$ cat src/rtl/wb_arbiter.sv
// Two-master pipelined Wishbone B4 arbiter (M0 = fetch, M1 = data) with bus-cycle grant lock
// and a no-ACK watchdog that aborts a hung cycle with a one-cycle ERR to the owner.
module wb_arbiter #(
    parameter int AW          = 16,
    parameter int DW          = 16,
    parameter int TIMEOUT     = 15,
    parameter int M1_PRIORITY = 1
) (
    input  logic            clk_i,
    input  logic            rst_ni,
    input  logic            m0_wb_cyc_i,
    input  logic            m0_wb_stb_i,
    output logic            m0_wb_stall_o,
    input  logic            m0_wb_we_i,
    input  logic [AW-1:0]   m0_wb_addr_i,
    input  logic [DW/8-1:0] m0_wb_sel_i,
    input  logic [DW-1:0]   m0_wb_dat_i,
    output logic            m0_wb_ack_o,
    output logic            m0_wb_err_o,
    output logic [DW-1:0]   m0_wb_dat_o,
    input  logic            m1_wb_cyc_i,
    input  logic            m1_wb_stb_i,
    output logic            m1_wb_stall_o,
    input  logic            m1_wb_we_i,
    input  logic [AW-1:0]   m1_wb_addr_i,
    input  logic [DW/8-1:0] m1_wb_sel_i,
    input  logic [DW-1:0]   m1_wb_dat_i,
    output logic            m1_wb_ack_o,
    output logic            m1_wb_err_o,
    output logic [DW-1:0]   m1_wb_dat_o,
    output logic            wb_cyc_o,
    output logic            wb_stb_o,
    output logic            wb_we_o,
    output logic [AW-1:0]   wb_addr_o,
    output logic [DW/8-1:0] wb_sel_o,
    output logic [DW-1:0]   wb_dat_o,
    input  logic            wb_stall_i,
    input  logic            wb_ack_i,
    input  logic [DW-1:0]   wb_dat_i
);
    typedef enum logic [1:0] {IDLE, BUSY, ABORT} state_t;

    localparam logic [7:0] TMAX = 8'(TIMEOUT - 1);

    state_t     state_q, state_d;
    logic       gnt_q, gnt_d;
    logic       last_q, last_d;
    logic [3:0] outst_q, outst_d;
    logic [7:0] timer_q, timer_d;

    logic            g_cyc, g_stb, g_we, o_cyc;
    logic [AW-1:0]   g_addr;
    logic [DW/8-1:0] g_sel;
    logic [DW-1:0]   g_dat;
    logic            busy, accept, ack_cnt, timeout;

    assign g_cyc  = gnt_q ? m1_wb_cyc_i  : m0_wb_cyc_i;
    assign g_stb  = gnt_q ? m1_wb_stb_i  : m0_wb_stb_i;
    assign g_we   = gnt_q ? m1_wb_we_i   : m0_wb_we_i;
    assign g_addr = gnt_q ? m1_wb_addr_i : m0_wb_addr_i;
    assign g_sel  = gnt_q ? m1_wb_sel_i  : m0_wb_sel_i;
    assign g_dat  = gnt_q ? m1_wb_dat_i  : m0_wb_dat_i;
    assign o_cyc  = gnt_q ? m0_wb_cyc_i  : m1_wb_cyc_i;

    assign busy    = (state_q == BUSY);
    assign accept  = g_stb & ~wb_stall_i;
    assign ack_cnt = wb_ack_i & (outst_q != 4'd0);
    // A master that already dropped CYC walked away legally; no ERR for it.
    assign timeout = busy & g_cyc & (outst_q != 4'd0) & (timer_q == TMAX);

    always_ff @(posedge clk_i or negedge rst_ni) begin
        if (!rst_ni) begin
            state_q <= IDLE;
            gnt_q   <= 1'b0;
            last_q  <= 1'b0;
            outst_q <= 4'd0;
            timer_q <= 8'd0;
        end else begin
            state_q <= state_d;
            gnt_q   <= gnt_d;
            last_q  <= last_d;
            outst_q <= outst_d;
            timer_q <= timer_d;
        end
    end

    always_comb begin
        state_d = state_q;
        gnt_d   = gnt_q;
        last_d  = last_q;
        outst_d = outst_q;
        timer_d = timer_q;
        case (state_q)
            IDLE: begin
                outst_d = 4'd0;
                timer_d = 8'd0;
                if (m0_wb_cyc_i || m1_wb_cyc_i) begin
                    state_d = BUSY;
                    if (m0_wb_cyc_i && m1_wb_cyc_i)
                        gnt_d = (M1_PRIORITY != 0) ? 1'b1 : ~last_q;
                    else
                        gnt_d = m1_wb_cyc_i;
                end
            end
            BUSY, ABORT: begin
                if (!g_cyc) begin
                    // End of bus cycle: hand straight over if the other side is waiting.
                    last_d  = gnt_q;
                    outst_d = 4'd0;
                    timer_d = 8'd0;
                    if (o_cyc) begin
                        state_d = BUSY;
                        gnt_d   = ~gnt_q;
                    end else begin
                        state_d = IDLE;
                    end
                end else if (state_q == BUSY) begin
                    if (timeout) begin
                        state_d = ABORT;
                        outst_d = 4'd0;
                        timer_d = 8'd0;
                    end else begin
                        outst_d = outst_q + {3'd0, accept} - {3'd0, ack_cnt};
                        timer_d = (wb_ack_i || accept || outst_q == 4'd0) ? 8'd0 : timer_q + 8'd1;
                    end
                end
            end
            default: state_d = IDLE;
        endcase
    end

    assign wb_cyc_o  = busy & g_cyc;
    assign wb_stb_o  = busy & g_stb;
    assign wb_we_o   = busy & g_we;
    assign wb_addr_o = busy ? g_addr : '0;
    assign wb_sel_o  = busy ? g_sel  : '0;
    assign wb_dat_o  = busy ? g_dat  : '0;

    assign m0_wb_stall_o = (busy && !gnt_q) ? wb_stall_i : 1'b1;
    assign m1_wb_stall_o = (busy &&  gnt_q) ? wb_stall_i : 1'b1;
    assign m0_wb_ack_o   = busy & ~gnt_q & wb_ack_i;
    assign m1_wb_ack_o   = busy &  gnt_q & wb_ack_i;
    assign m0_wb_err_o   = timeout & ~gnt_q;
    assign m1_wb_err_o   = timeout &  gnt_q;
    assign m0_wb_dat_o   = wb_dat_i;
    assign m1_wb_dat_o   = wb_dat_i;
endmodule

$ cat config.mk
export PLATFORM = sky130hd
export DESIGN_NAME = wb_arbiter
export DESIGN_NICKNAME = d
export VERILOG_FILES = /design/src/rtl/wb_arbiter.sv
export SDC_FILE = /design/constraint.sdc
export NUM_CORES = 1
export LEC_CHECK = 0
export BUFFER_PORTS_ARGS = -buffer_cell sky130_fd_sc_hd__buf_4
export CAP_MARGIN = 40
export CORE_UTILIZATION = 33
export DETAILED_ROUTE_END_ITERATION = 10
export PLACE_DENSITY_LB_ADDON = 0.3
export SYNTH_ARGS = -nofsm -noshare
export SYNTH_HDL_FRONTEND = slang
export SYNTH_SLANG_ARGS = --single-unit
$ cat constraint.sdc
create_clock -name clk_i -period 3.5 [get_ports clk_i]
set_input_delay 0.7 -clock clk_i [delete_from_list [all_inputs] [get_ports clk_i]]
set_output_delay 0.7 -clock clk_i [all_outputs]
set_load 0.05 [all_outputs]
* Word level (Yosys, flattened, before mapping)
Index checks and enable logic that the tools add are counted.
** Word-level totals
- Flip-flop bits (word level) :: 15
- Word-level logic and storage cells :: 77
- Bits of input ports :: 94
- Output and inout port bits :: 75
** Cells by class
- Bitwise gates (word level) :: 15
- Mux-type cells :: 32
- Equal/unequal tests :: 8
- Reductions and logical operators :: 15
- $add $sub $neg :: 3
** Operators by type and width (count)
- $mux 16 :: 4
- $mux 8 :: 4
- $pmux 8 s2 :: 1
- $and 1x1->1 :: 13
- $mux 2 :: 6
- $mux 4 :: 3
- $mux 1 :: 11
- $add 8x1->8 const B :: 1
- $eq 8x4->1 const B :: 1
- $pmux 4 s2 :: 1
- $ne 2x2->1 const B :: 3
- $ne 3x3->1 const B :: 2
- $add 4x1->4 :: 1
- $logic_not 4->1 :: 1
- $pmux 2 s2 :: 1
- $reduce_and 4->1 :: 1
- $reduce_bool 4->1 :: 1
- $sub 4x1->4 :: 1
- $logic_and 1x1->1 :: 3
- $logic_or 1x1->1 :: 3
- $reduce_and 3->1 :: 1
- $eq 2x1->1 const B :: 1
- $eq 2x2->1 const B :: 1
- $logic_not 2->1 :: 1
- other kinds (6) :: 7

* Logic depth before layout (Yosys ltp)
- Depth after elaboration :: 9
- Mapped depth :: 11
- Gate-level depth less buffers :: 11

* Worst setup path before layout
OpenSTA, ideal clock, no wires.
- Path type :: reg2out
- From :: reg state_q[1]
- To :: out m0_wb_err_o
- Setup slack :: 0.555 ns
- Required time :: 2.800 ns
- Buffers on the path :: 0
- Arrival time :: 2.245 ns
- Stages on the path, launching flop included :: 6
- Path through :: dfrtp_1 inv_1 ha_1 or4b_1 nor4_1 nor2b_1
** Between the ends
- Word-level cells in the longest chain between the ends :: 5
** Ends and longest elaborated chain
- start: declaration :: line 45 : state_t state_q, state_d;
- start signal: assignment :: line 79 : state_q <= state_d;
- $eq 2x1->1 :: line 65 : assign busy = (state_q == BUSY);
- $and 1x1->1 (3 in a row) :: line 69 : assign timeout = busy & g_cyc & (outst_q != 4'd0) & (timer_q == TMAX);
- $and 1x1->1 :: line 143 : assign m0_wb_err_o = timeout & ~gnt_q;
- end: declaration :: line 19 : output logic m0_wb_err_o,
No other way between the ends.

* Final worst setup path
Same ends and word-level chain as after synthesis.

==> metrics.txt <==
status finished clean; starting density of the core 0.349; Period minus WS final 2.94 ns; Hold Fails Final Rpt 0; asr flop ratio synth 1.00; clock sink count 15; via count 1881; insertion delay to the later sink of the worst-skew pair 0.25 ns; CTS buffer count 3; WP data required 2.80 ns; Buffers on Ports 120; count of pins over their slew limit 0; FF-to-FF setup slack 1.05 ns; pin count of the biggest net entering global routing 43; Final Power 0.00230 W; clk buf depth 2; post-cts resize count 0; hold-fix buffer count after cts 0; TritonCTS clock tree yes; H-tree levels 1; worst vdd ir 0.489 mV; Setup crit start state_q[1]; fin worst setup slack 0.559 ns; Fin Hold WS 0.296 ns; DP Worst Slack 0.801 ns; Cell variety after synth 41; crit path capture type output port; Post-synth EDFFs 0; IO Pins 169; GR Util All Layers 0.178; initial antenna violation count 0; PwrDens 839 mW/mm^2; Fmax 0.340 GHz; worst r2r src outst_q[2]; GPL Wtd Cong 0.809; HPWL after DPL 4670 um; Post-Route Skew 0.00467 ns; RSZ-0062 raised after global routing false; Layout Nets 415; row cnt 27; crit share post-route 0.840; Slew @ Worst Pin 0.469 ns; crit-path max FO 3; setup_tns 0 ns; syn nets 330; prevailing post-synth register cell dfrtp_1; first-pass GRT wire length 8870 um; postcts setup bufs 0; Slew headroom 0.687; Layout fillers 550; vias per inst 4.94; vias in the first global route 1829; Post-Syn Area 0.00196 mm^2; drt initial violations 50; drt first pass iters 4; antenna violation net count after detailed routing 0; type of the worst min-delay path input pin to async pin; Area growth syn-to-layout 39.7%; die width 79.0 um; #FFs+latches synth 15; Antenna Cells 0; r2r worst-path depth 10; Worst-path clk slew 0.06 ns; Synth Area per Inst 8.70 um^2; post-synthesis sequential area ratio 0.192; Critical Path AT 2.24 ns; worst setup path endpoint m0_wb_err_o; drt wl/cell 15.3 um; CP startpoint kind flop; Post-route DRC 0; Syn Inst Count 225; Core ar. 0.00561 mm^2; Crit Path Class flop to output port; aggregate global routing overflow 0; Root Buffer clkbuf_8; Routed Wire Length 5810 um; die area 0.00625 mm^2; Yosys warnings 0; share of cells above drive strength 1 0.434; reg-to-reg endpoint outst_q[2]; P_leak 1.49 nW; final setup vio count 0; Die H 79.0 um; max_cap viols 0
[worst min path at each step]
stage / from / to / slack, ns / cells past startpoint
after global routing: rst_ni / timer_q[6] / 0.31 / 1
after floorplan: rst_ni / gnt_q / 0.40 / 0
after global placement: outst_q[3] / outst_q[3] / 0.49 / 1
final: rst_ni / timer_q[1] / 0.30 / 1
after CTS: rst_ni / timer_q[1] / 0.30 / 1
after detailed placement: outst_q[3] / outst_q[3] / 0.50 / 1
[critical path, cell delays in order (launching register included)]
cell,delay [ns]
dfrtp_1,0.40
inv_1,0.09
ha_1,0.16
or4b_1,0.50
nor4_1,0.41
nor2b_1,0.22
buf_4,0.22
[cells in the final DEF, fill, tap and decap left out, drive strengths merged, types with 2 or more instances in the layout]
cell type  count
and2           4
or4b           2
a22o           9
a21oi          3
and3           3
ha            10
clkbuf         4
nand3          2
mux2i         38
xor2           2
nand2          3
o22ai          2
o31ai          3
dfrtp         15
nor2           6
nor3           5
mux2           2
nor2b         40
inv            9
buf          124
o41ai          2
o21ai          5
a221o          2
[cells in the mapped netlist (4+ instances only)]
| cell | n | area (um^2) |
|---|---|---|
| ha_1 | 10 | 125 |
| nor2b_1 | 40 | 250 |
| a22o_1 | 9 | 78.8 |
| and2_1 | 4 | 25.0 |
| nor2_1 | 6 | 22.5 |
| clkbuf_1 | 7 | 26.3 |
| mux2i_1 | 38 | 380 |
| dfrtp_1 | 15 | 375 |
| inv_1 | 9 | 33.8 |
| o21ai_0 | 5 | 25.0 |
| buf_4 | 33 | 248 |
| nor3_1 | 4 | 20.0 |
[routing by layer]
metal	vias up	global-route usage	wire, um
met1	871	0.213	2310
met2	79	0.304	2780
li1	923	-	-
met3	8	0.0598	624
met4	0	0.0418	97
met5	-	0	0
[sequential cells by signal, summed over array words and instances (netlist names)]
register  flops
state_q       2
timer_q       8
gnt_q         1
outst_q       4
[logic make-up (layout without fill, tap and decap cells)]
group | after synthesis | in the layout | share of synthesized area
multiplexers | 40 | 40 | 0.206
flip-flops | 15 | 15 | 0.192
XOR/XNOR | 2 | 2 | 0.00895
adder cells (fa/ha/maj) | 11 | 11 | 0.0741
buffers and inverters | 53 | 137 | 0.165
AO/OA/AOI/OAI | 30 | 30 | 0.119
AND/OR/NAND/NOR | 74 | 74 | 0.235
[metrics by stage]
step	util	cells	cell area, um^2
finish	0.488	381	2740
global route	0.488	381	2740
CTS	0.488	381	2740
detailed placement	0.480	377	2690
global placement	0.480	377	2690
floorplan	-	225	1960
[cell type report]
type                    instances  area (um^2)  area share
clock buffers                   4         45.0      0.0165
inverters                       9         33.8      0.0124
multi-input cells             157         1260       0.460
flip-flops and latches         15          377       0.138
well taps                      72         90.1      0.0329
repair buffers                124          931       0.340
[report_power, final]
part	internal (W)	total, W	leakage (nW)	switching, W
Combinational	0.000692	0.00192	1.26	0.00123
Clock	0.0000806	0.000141	0.0228	0.0000607
Sequential	0.000207	0.000236	0.203	0.0000294
Power figures use the tool's default switching activity.
